$ cat src/rtl/hist_frame_ctrl.sv
// Frame sequencer + two-requester arbiter feeding the histogramming core, with indexed bin readout.
// Build option: define HIST_FRAME_CTRL_FIXED_PRIO_EN for fixed req0-first priority instead of round-robin.
module hist_frame_ctrl #(
   parameter int FRAME_LEN = 256,
   parameter int CNT_W     = 16,
   parameter int BIN_IDX_W = 8
) (
   input  logic                 clk,
   input  logic                 reset,
   input  logic                 enable,
   input  logic                 req0_valid,
   input  logic [15:0]          req0_data,
   output logic                 req0_ready,
   input  logic                 req1_valid,
   input  logic [15:0]          req1_data,
   output logic                 req1_ready,
   output logic [15:0]          hist_data_in,
   output logic                 hist_write_en,
   input  logic                 hist_ready,
   input  logic                 hist_valid_out,
   input  logic                 hist_last_bin,
   input  logic [7:0]           hist_data_out,
   output logic                 bin_valid,
   output logic [BIN_IDX_W-1:0] bin_index,
   output logic [7:0]           bin_data,
   output logic                 frame_done,
   output logic [7:0]           frame_count,
   output logic                 busy
);

   typedef enum logic [1:0] {IDLE, COLLECT, READOUT, DONE} state_t;

   state_t               state;
   logic [CNT_W-1:0]     count;
   logic [15:0]          hold_data;
   logic [BIN_IDX_W-1:0] next_idx;
   logic                 grant_ok;
   logic                 gnt;

`ifdef HIST_FRAME_CTRL_FIXED_PRIO_EN
   assign gnt = ~req0_valid;
`else
   logic last_gnt;
   // On a tie the requester not granted last wins; otherwise the valid one.
   assign gnt = (req0_valid & req1_valid) ? ~last_gnt : ~req0_valid;
`endif

   assign grant_ok      = (state == COLLECT) & enable & hist_ready & (count < CNT_W'(FRAME_LEN));
   assign hist_write_en = grant_ok & (req0_valid | req1_valid);
   assign req0_ready    = grant_ok & ~gnt;
   assign req1_ready    = grant_ok & gnt;
   assign hist_data_in  = hist_write_en ? (gnt ? req1_data : req0_data) : hold_data;
   assign busy          = (state != IDLE);

   always_ff @(posedge clk) begin
      if (reset) begin
         state       <= IDLE;
         count       <= '0;
         hold_data   <= '0;
         next_idx    <= '0;
         bin_valid   <= 1'b0;
         bin_index   <= '0;
         bin_data    <= '0;
         frame_done  <= 1'b0;
         frame_count <= '0;
`ifndef HIST_FRAME_CTRL_FIXED_PRIO_EN
         last_gnt    <= 1'b1;
`endif
      end else begin
         frame_done <= 1'b0;
         bin_valid  <= 1'b0;
         case (state)
            IDLE: begin
               if (enable) begin
                  state <= COLLECT;
                  count <= '0;
               end
            end
            COLLECT: begin
               if (hist_write_en) begin
                  count     <= count + 1'b1;
                  hold_data <= hist_data_in;
`ifndef HIST_FRAME_CTRL_FIXED_PRIO_EN
                  last_gnt  <= gnt;
`endif
                  if (count == CNT_W'(FRAME_LEN - 1)) state <= READOUT;
               end
            end
            READOUT: begin
               if (hist_valid_out) begin
                  bin_valid <= 1'b1;
                  bin_data  <= hist_data_out;
                  bin_index <= next_idx;
                  next_idx  <= next_idx + 1'b1;
                  // Last bin's bin_valid lands together with the frame_done pulse.
                  if (hist_last_bin) begin
                     state       <= DONE;
                     frame_done  <= 1'b1;
                     frame_count <= frame_count + 8'd1;
                  end
               end
            end
            DONE: begin
               next_idx <= '0;
               count    <= '0;
               state    <= enable ? COLLECT : IDLE;
            end
            default: state <= IDLE;
         endcase
      end
   end

endmodule

$ cat config.mk
export PLATFORM = sky130hd
export DESIGN_NAME = hist_frame_ctrl
export DESIGN_NICKNAME = d
export VERILOG_FILES = /design/src/rtl/hist_frame_ctrl.sv
export SDC_FILE = /design/constraint.sdc
export NUM_CORES = 1
export LEC_CHECK = 0
export ABC_CLOCK_PERIOD_IN_PS = 2350
export CORE_MARGIN = 8
export CORE_UTILIZATION = 30
export DETAILED_ROUTE_END_ITERATION = 10
export GPL_TIMING_DRIVEN = 0
export PLACE_DENSITY = 0.65
export SYNTH_ARGS = -nofsm -noshare
export SYNTH_HDL_FRONTEND = slang
export SYNTH_SLANG_ARGS = --single-unit
$ cat constraint.sdc
create_clock -name clk -period 2.35 [get_ports clk]
set_input_delay 0.3525 -clock clk [delete_from_list [all_inputs] [get_ports clk]]
set_output_delay 0.3525 -clock clk [all_outputs]
set_load 0.01 [all_outputs]
; Yosys cells after proc, flatten, opt, wreduce, memory -nomap -nowiden
; Index checks and enable logic that the tools add are counted.
[word_totals]
ff_bits = 69
output_inout_bits = 46
word_cells = 65
[op_classes]
add_sub_neg = 3
n_lt_le_gt_ge = 1
eq_ne = 9
n_mux = 17
bitwise = 13
n_reduce_logical = 12
[op_table]
columns = op, n
row1 = $mux 16, 4
row2 = $pmux 16 s3, 1
row3 = $add 16x1->16 const B, 1
row4 = $add 8x1->8 const B, 2
row5 = $eq 16x8->1 const B, 1
row6 = $lt 16x9->1 const B, 1
row7 = $pmux 8 s2, 1
row8 = $mux 2, 5
row9 = $mux 8, 1
row10 = $ne 2x2->1 const B, 4
row11 = $pmux 2 s4, 1
row12 = $and 1x1->1, 7
row13 = $reduce_and 2->1, 3
row14 = $reduce_and 3->1, 2
row15 = $not 1->1, 5
row16 = $reduce_and 5->1, 1
row17 = $eq 2x2->1 const B, 2
row18 = $mux 1, 4
row19 = $reduce_bool 2->1, 2
row20 = $reduce_bool 3->1, 1
row21 = $reduce_or 3->1, 1
row22 = $eq 2x1->1 const B, 1
row23 = $logic_not 2->1, 1
row24 = $ne 2x1->1 const B, 1
row25 = 2 further kinds, 2

; Depth between registers and ports, before layout
[logic_depth]
ltp_word = 7
ltp_mapped = 8

; Worst setup path after synthesis
; Ideal clock, no wire load.
[synth_path]
kind = flip-flop to output port
start = reg count[11]
end = out hist_data_in[0]
arrival_ps = 1788
required_time_ps = 1997
slack_ps = 210
path_stages_with_launch = 7
n_path_buf = 2
path_cell_list = dfxtp_1 -> or4_4 -> nor2_1 -> nor4b_2 -> buf_2 -> buf_2 -> a21oi_1
[synth_via]
elab_chain_len = 4
[synth_lines]
columns = item, line
row1 = start: declaration, 34  ; logic [CNT_W-1:0] count;
row2 = start signal: assignment, 81  ; count <= count + 1'b1;
row3 = $lt 16x9->1, 48  ; assign grant_ok = (state == COLLECT) & enable & hist_ready & (count < CNT_W'(FRAME_LEN));
row4 = $and 1x1->1, 48
row5 = $and 1x1->1, 49  ; assign hist_write_en = grant_ok & (req0_valid | req1_valid);
row6 = $mux 16, 52  ; assign hist_data_in = hist_write_en ? (gnt ? req1_data : req0_data) : hold_data;
row7 = end: declaration, 17  ; output logic [15:0] hist_data_in,
; No other way between the ends.

; Final worst setup path
[layout_path]
start = reg count[12]
end = out hist_data_in[7]
; The elaborated chain is that of the path after synthesis.

==> results.cfg <==
[clock_tree]
cts_buffers = 9
htreeDepth = 3
clk_pin_slew_worst_paths_ns = 0.07
clock_latency_ns = 0.34
clock_path_buffers = 2
clock_sinks = 69
cts_tree = yes
cts-root-buf = clkbuf_8

[outcome]
outcome = complete, but fails checks
violations = setup timing

[sta]
finalSetupViolations = 16
rsz0062_at_grt = true
finalCriticalPeriod_ns = 2.579
slew_headroom = 0.6071
min_period_over_period = 1.097
timing.setup.tns_ns = -3.349
final.setup.worst_slack_ns = -0.2288
max_freq_mhz = 387.8
worst_pin_slew_ns = 0.5873
fin_skew_ns = 0.01009
slew_viol_final = 0
hold_violations = 0

[global_routing]
first_global_vias = 2845
overflow = 0
grt_usage = 0.1229
grt_pass1_wl_mm = 13.43
antenna_found_initial = 0
grt_max_degree = 13

[synth]
synth_seq_area_share = 0.4534
syn_area_um2 = 3047
syn_nets = 403
synth.distinct_cells = 38
postSynthCellCount = 347
syn_avg_cell_area_um2 = 8.780
ys_ff_latch = 69
yosys_warnings = 0

[floorplanning]
die_area_um2 = 13640
io_pins = 94
die_x_um = 116.8
rows = 36
die_y_um = 116.8
core-area_um2 = 9819
initial_core_util = 0.3103

[setup_path]
crit_fanout = 7
worstPathRequired_ns = 2.00
worstPathArrival_ns = 2.23
crit_type = flop to output pin
worstSetupEndpointType = output pin
cp-start-kind = flop

[detailed_routing]
postRouteAntennaNets = 0
drc = 0
drt_iter0_drc = 163
vias = 2783
wirelength_mm = 8.298
drtPass1Iterations = 4
viasPerCell = 4.662
wl_per_cell_um = 13.90

[pwr]
pwr_density_cell_nw_per_um2 = 745.5
totalPowerFinal_w = 0.003374
vdd_drop_max_mv = 0.3322
p_leak_nw = 1.755

[placement]
dp_hpwl_mm = 6.095
dp_slack_ns = -0.8443
gp_congestion = 0.7581
dpl_cell_area_um2 = 4134
io_buffers = 92

[cells_and_area]
layout-drive-gt1-share = 0.1767
syn_to_final_growth_pct = 48.54
design_area_um2 = 4526
final_nets = 515
diodes = 0

[min_path]
hold_path_class = flop to flop

[run]
max_cap_viol_count = 0
==> where the power goes <==
part	total [W]	internal, W	switching (W)
logic	0.000903	0.000412	0.000491
registers	0.00128	0.00124	0.0000448
clock network	0.00119	0.000738	0.000452
==> placed cells by master, fill, tap and decap left out, types with 2 or more instances in the layout <==
cell type        instances
a21o_1                   2
a21oi_1                 27
dfxtp_2                  2
inv_1                    5
nand4_1                  8
and4_1                   2
nor2_2                   3
nand3_1                 10
bufinv_16                3
clkbuf_8                10
xor2_1                  16
nand2b_1                 2
or4_4                    2
and2_1                   8
and3_1                   9
buf_2                   17
a211oi_1                16
buf_4                    7
clkdlybuf4s50_1         73
buf_6                    2
a21oi_2                 14
nor2_1                  48
clkinv_4                 2
clkbuf_2                 4
xnor2_1                  4
nand2_1                 39
ha_1                     7
clkbuf_1                12
dfxtp_1                 67
mux2i_1                 17
a31oi_1                  2
buf_8                    3
==> registers in the layout (all words and copies together), names as in the netlist <==
signal / cells
bin_data: 8
bin_index: 8
bin_valid: 1
count: 16
frame_count: 8
frame_done: 1
hold_data: 16
last_gnt: 1
next_idx: 8
state: 2
==> synthesized netlist by cell type <==
| cell type | instances | share of area |
|---|---|---|
| a22oi_1 | 1 | 0.0025 |
| a211o_1 | 1 | 0.0029 |
| o31ai_1 | 1 | 0.0025 |
| mux2i_1 | 17 | 0.056 |
| or3_1 | 1 | 0.0021 |
| a31oi_1 | 2 | 0.0041 |
| and4bb_2 | 1 | 0.0041 |
| nor2b_1 | 1 | 0.0021 |
| nor2_1 | 52 | 0.064 |
| buf_4 | 1 | 0.0025 |
| xnor2_1 | 4 | 0.011 |
| a21oi_1 | 40 | 0.066 |
| inv_1 | 5 | 0.0062 |
| and2_2 | 1 | 0.0025 |
| or4_4 | 2 | 0.0074 |
| nand3_1 | 11 | 0.018 |
| nand2b_1 | 2 | 0.0041 |
| buf_2 | 4 | 0.0066 |
| a211oi_1 | 16 | 0.039 |
| nand2_1 | 40 | 0.049 |
| buf_1 | 1 | 0.0012 |
| nor3_1 | 1 | 0.0016 |
| mux2_2 | 1 | 0.0037 |
| nor4b_2 | 1 | 0.0049 |
| a21oi_2 | 1 | 0.0029 |
| ha_1 | 8 | 0.033 |
| dfxtp_1 | 69 | 0.45 |
| clkbuf_1 | 13 | 0.016 |
| a41oi_1 | 1 | 0.0029 |
| and4_1 | 2 | 0.0058 |
| and2_1 | 8 | 0.016 |
| nand4_1 | 8 | 0.016 |
| xor2_1 | 16 | 0.046 |
| a21o_1 | 2 | 0.0049 |
| and4_2 | 1 | 0.0033 |
| o211ai_4 | 1 | 0.0070 |
| and3_1 | 9 | 0.018 |
| o41ai_4 | 1 | 0.0090 |
==> kinds of logic after synthesis <==
kind of cell	after synthesis	synth area share
xor gates and xnor gates	20	0.05749
adders and majority gates	8	0.03286
buffers and inverters	24	0.03245
DFF	69	0.4534
AOI/OAI and AO/OA	67	0.1437
muxes	18	0.05955
and+or+nand+nor	141	0.2205
==> critical path: stages (launching register included) <==
cell and delay (ns):
dfxtp_2 0.33, or4_4 0.57, nor2_4 0.14, nor4b_4 0.21, buf_6 0.16, buf_12 0.14, buf_8 0.12, a21oi_1 0.06
buf_2 0.15
==> stage by stage <==
stage	util	hold WS, ns	cells
floorplan	-	0.4263	347
global placement	0.4210	0.4368	572
detailed placement	0.4210	0.4459	572
CTS	0.4548	0.4566	595
global route	0.4609	0.4771	597
finish	0.4609	0.4539	597
==> final cells by class <==
class | count | area, um2
buffer | 19 | 127.6
clock buffer | 11 | 141.4
clock inverter | 5 | 107.6
fill | 993 | 5294
inverter | 5 | 18.77
multi-input combinational | 254 | 1659
sequential | 69 | 1384
tap | 133 | 166.4
timing repair buffer | 101 | 920.9
==> per-layer routing <==
metal,global-route usage,vias up,share of wire
li1,-,1425,-
met1,0.1319,1262,0.43
met2,0.2091,90,0.46
met3,0.06414,6,0.10
met4,0.02986,0,0.0057
met5,0,-,0
==> path summary, 6_finish.rpt <==
path,from,end,slack (ns),depth (start not counted)
worst min register to register,bin_index[3]$_SDFFE_PP0P_,bin_index[3]$_SDFFE_PP0P_,0.45,2
worst min-delay path,bin_index[3]$_SDFFE_PP0P_,bin_index[3]$_SDFFE_PP0P_,0.45,2
worst max-delay path,count[12]$_SDFFE_PP0P_,hist_data_in[7],-0.23,8
worst max register to register,count[9]$_SDFFE_PP0P_,state[0]$_SDFFE_PP0P_,0.04,6
==> timing repair <==
action / in CTS / in global routing
endpoints found under the setup margin: 19 / 23
pin swaps: 4 / 2
gates cloned: 3 / 0
setup buffers: 4 / 2
hold buffers: 0 / 0
resized for setup: 97 / 23
Note: power is estimated with default switching activity, not from simulation.
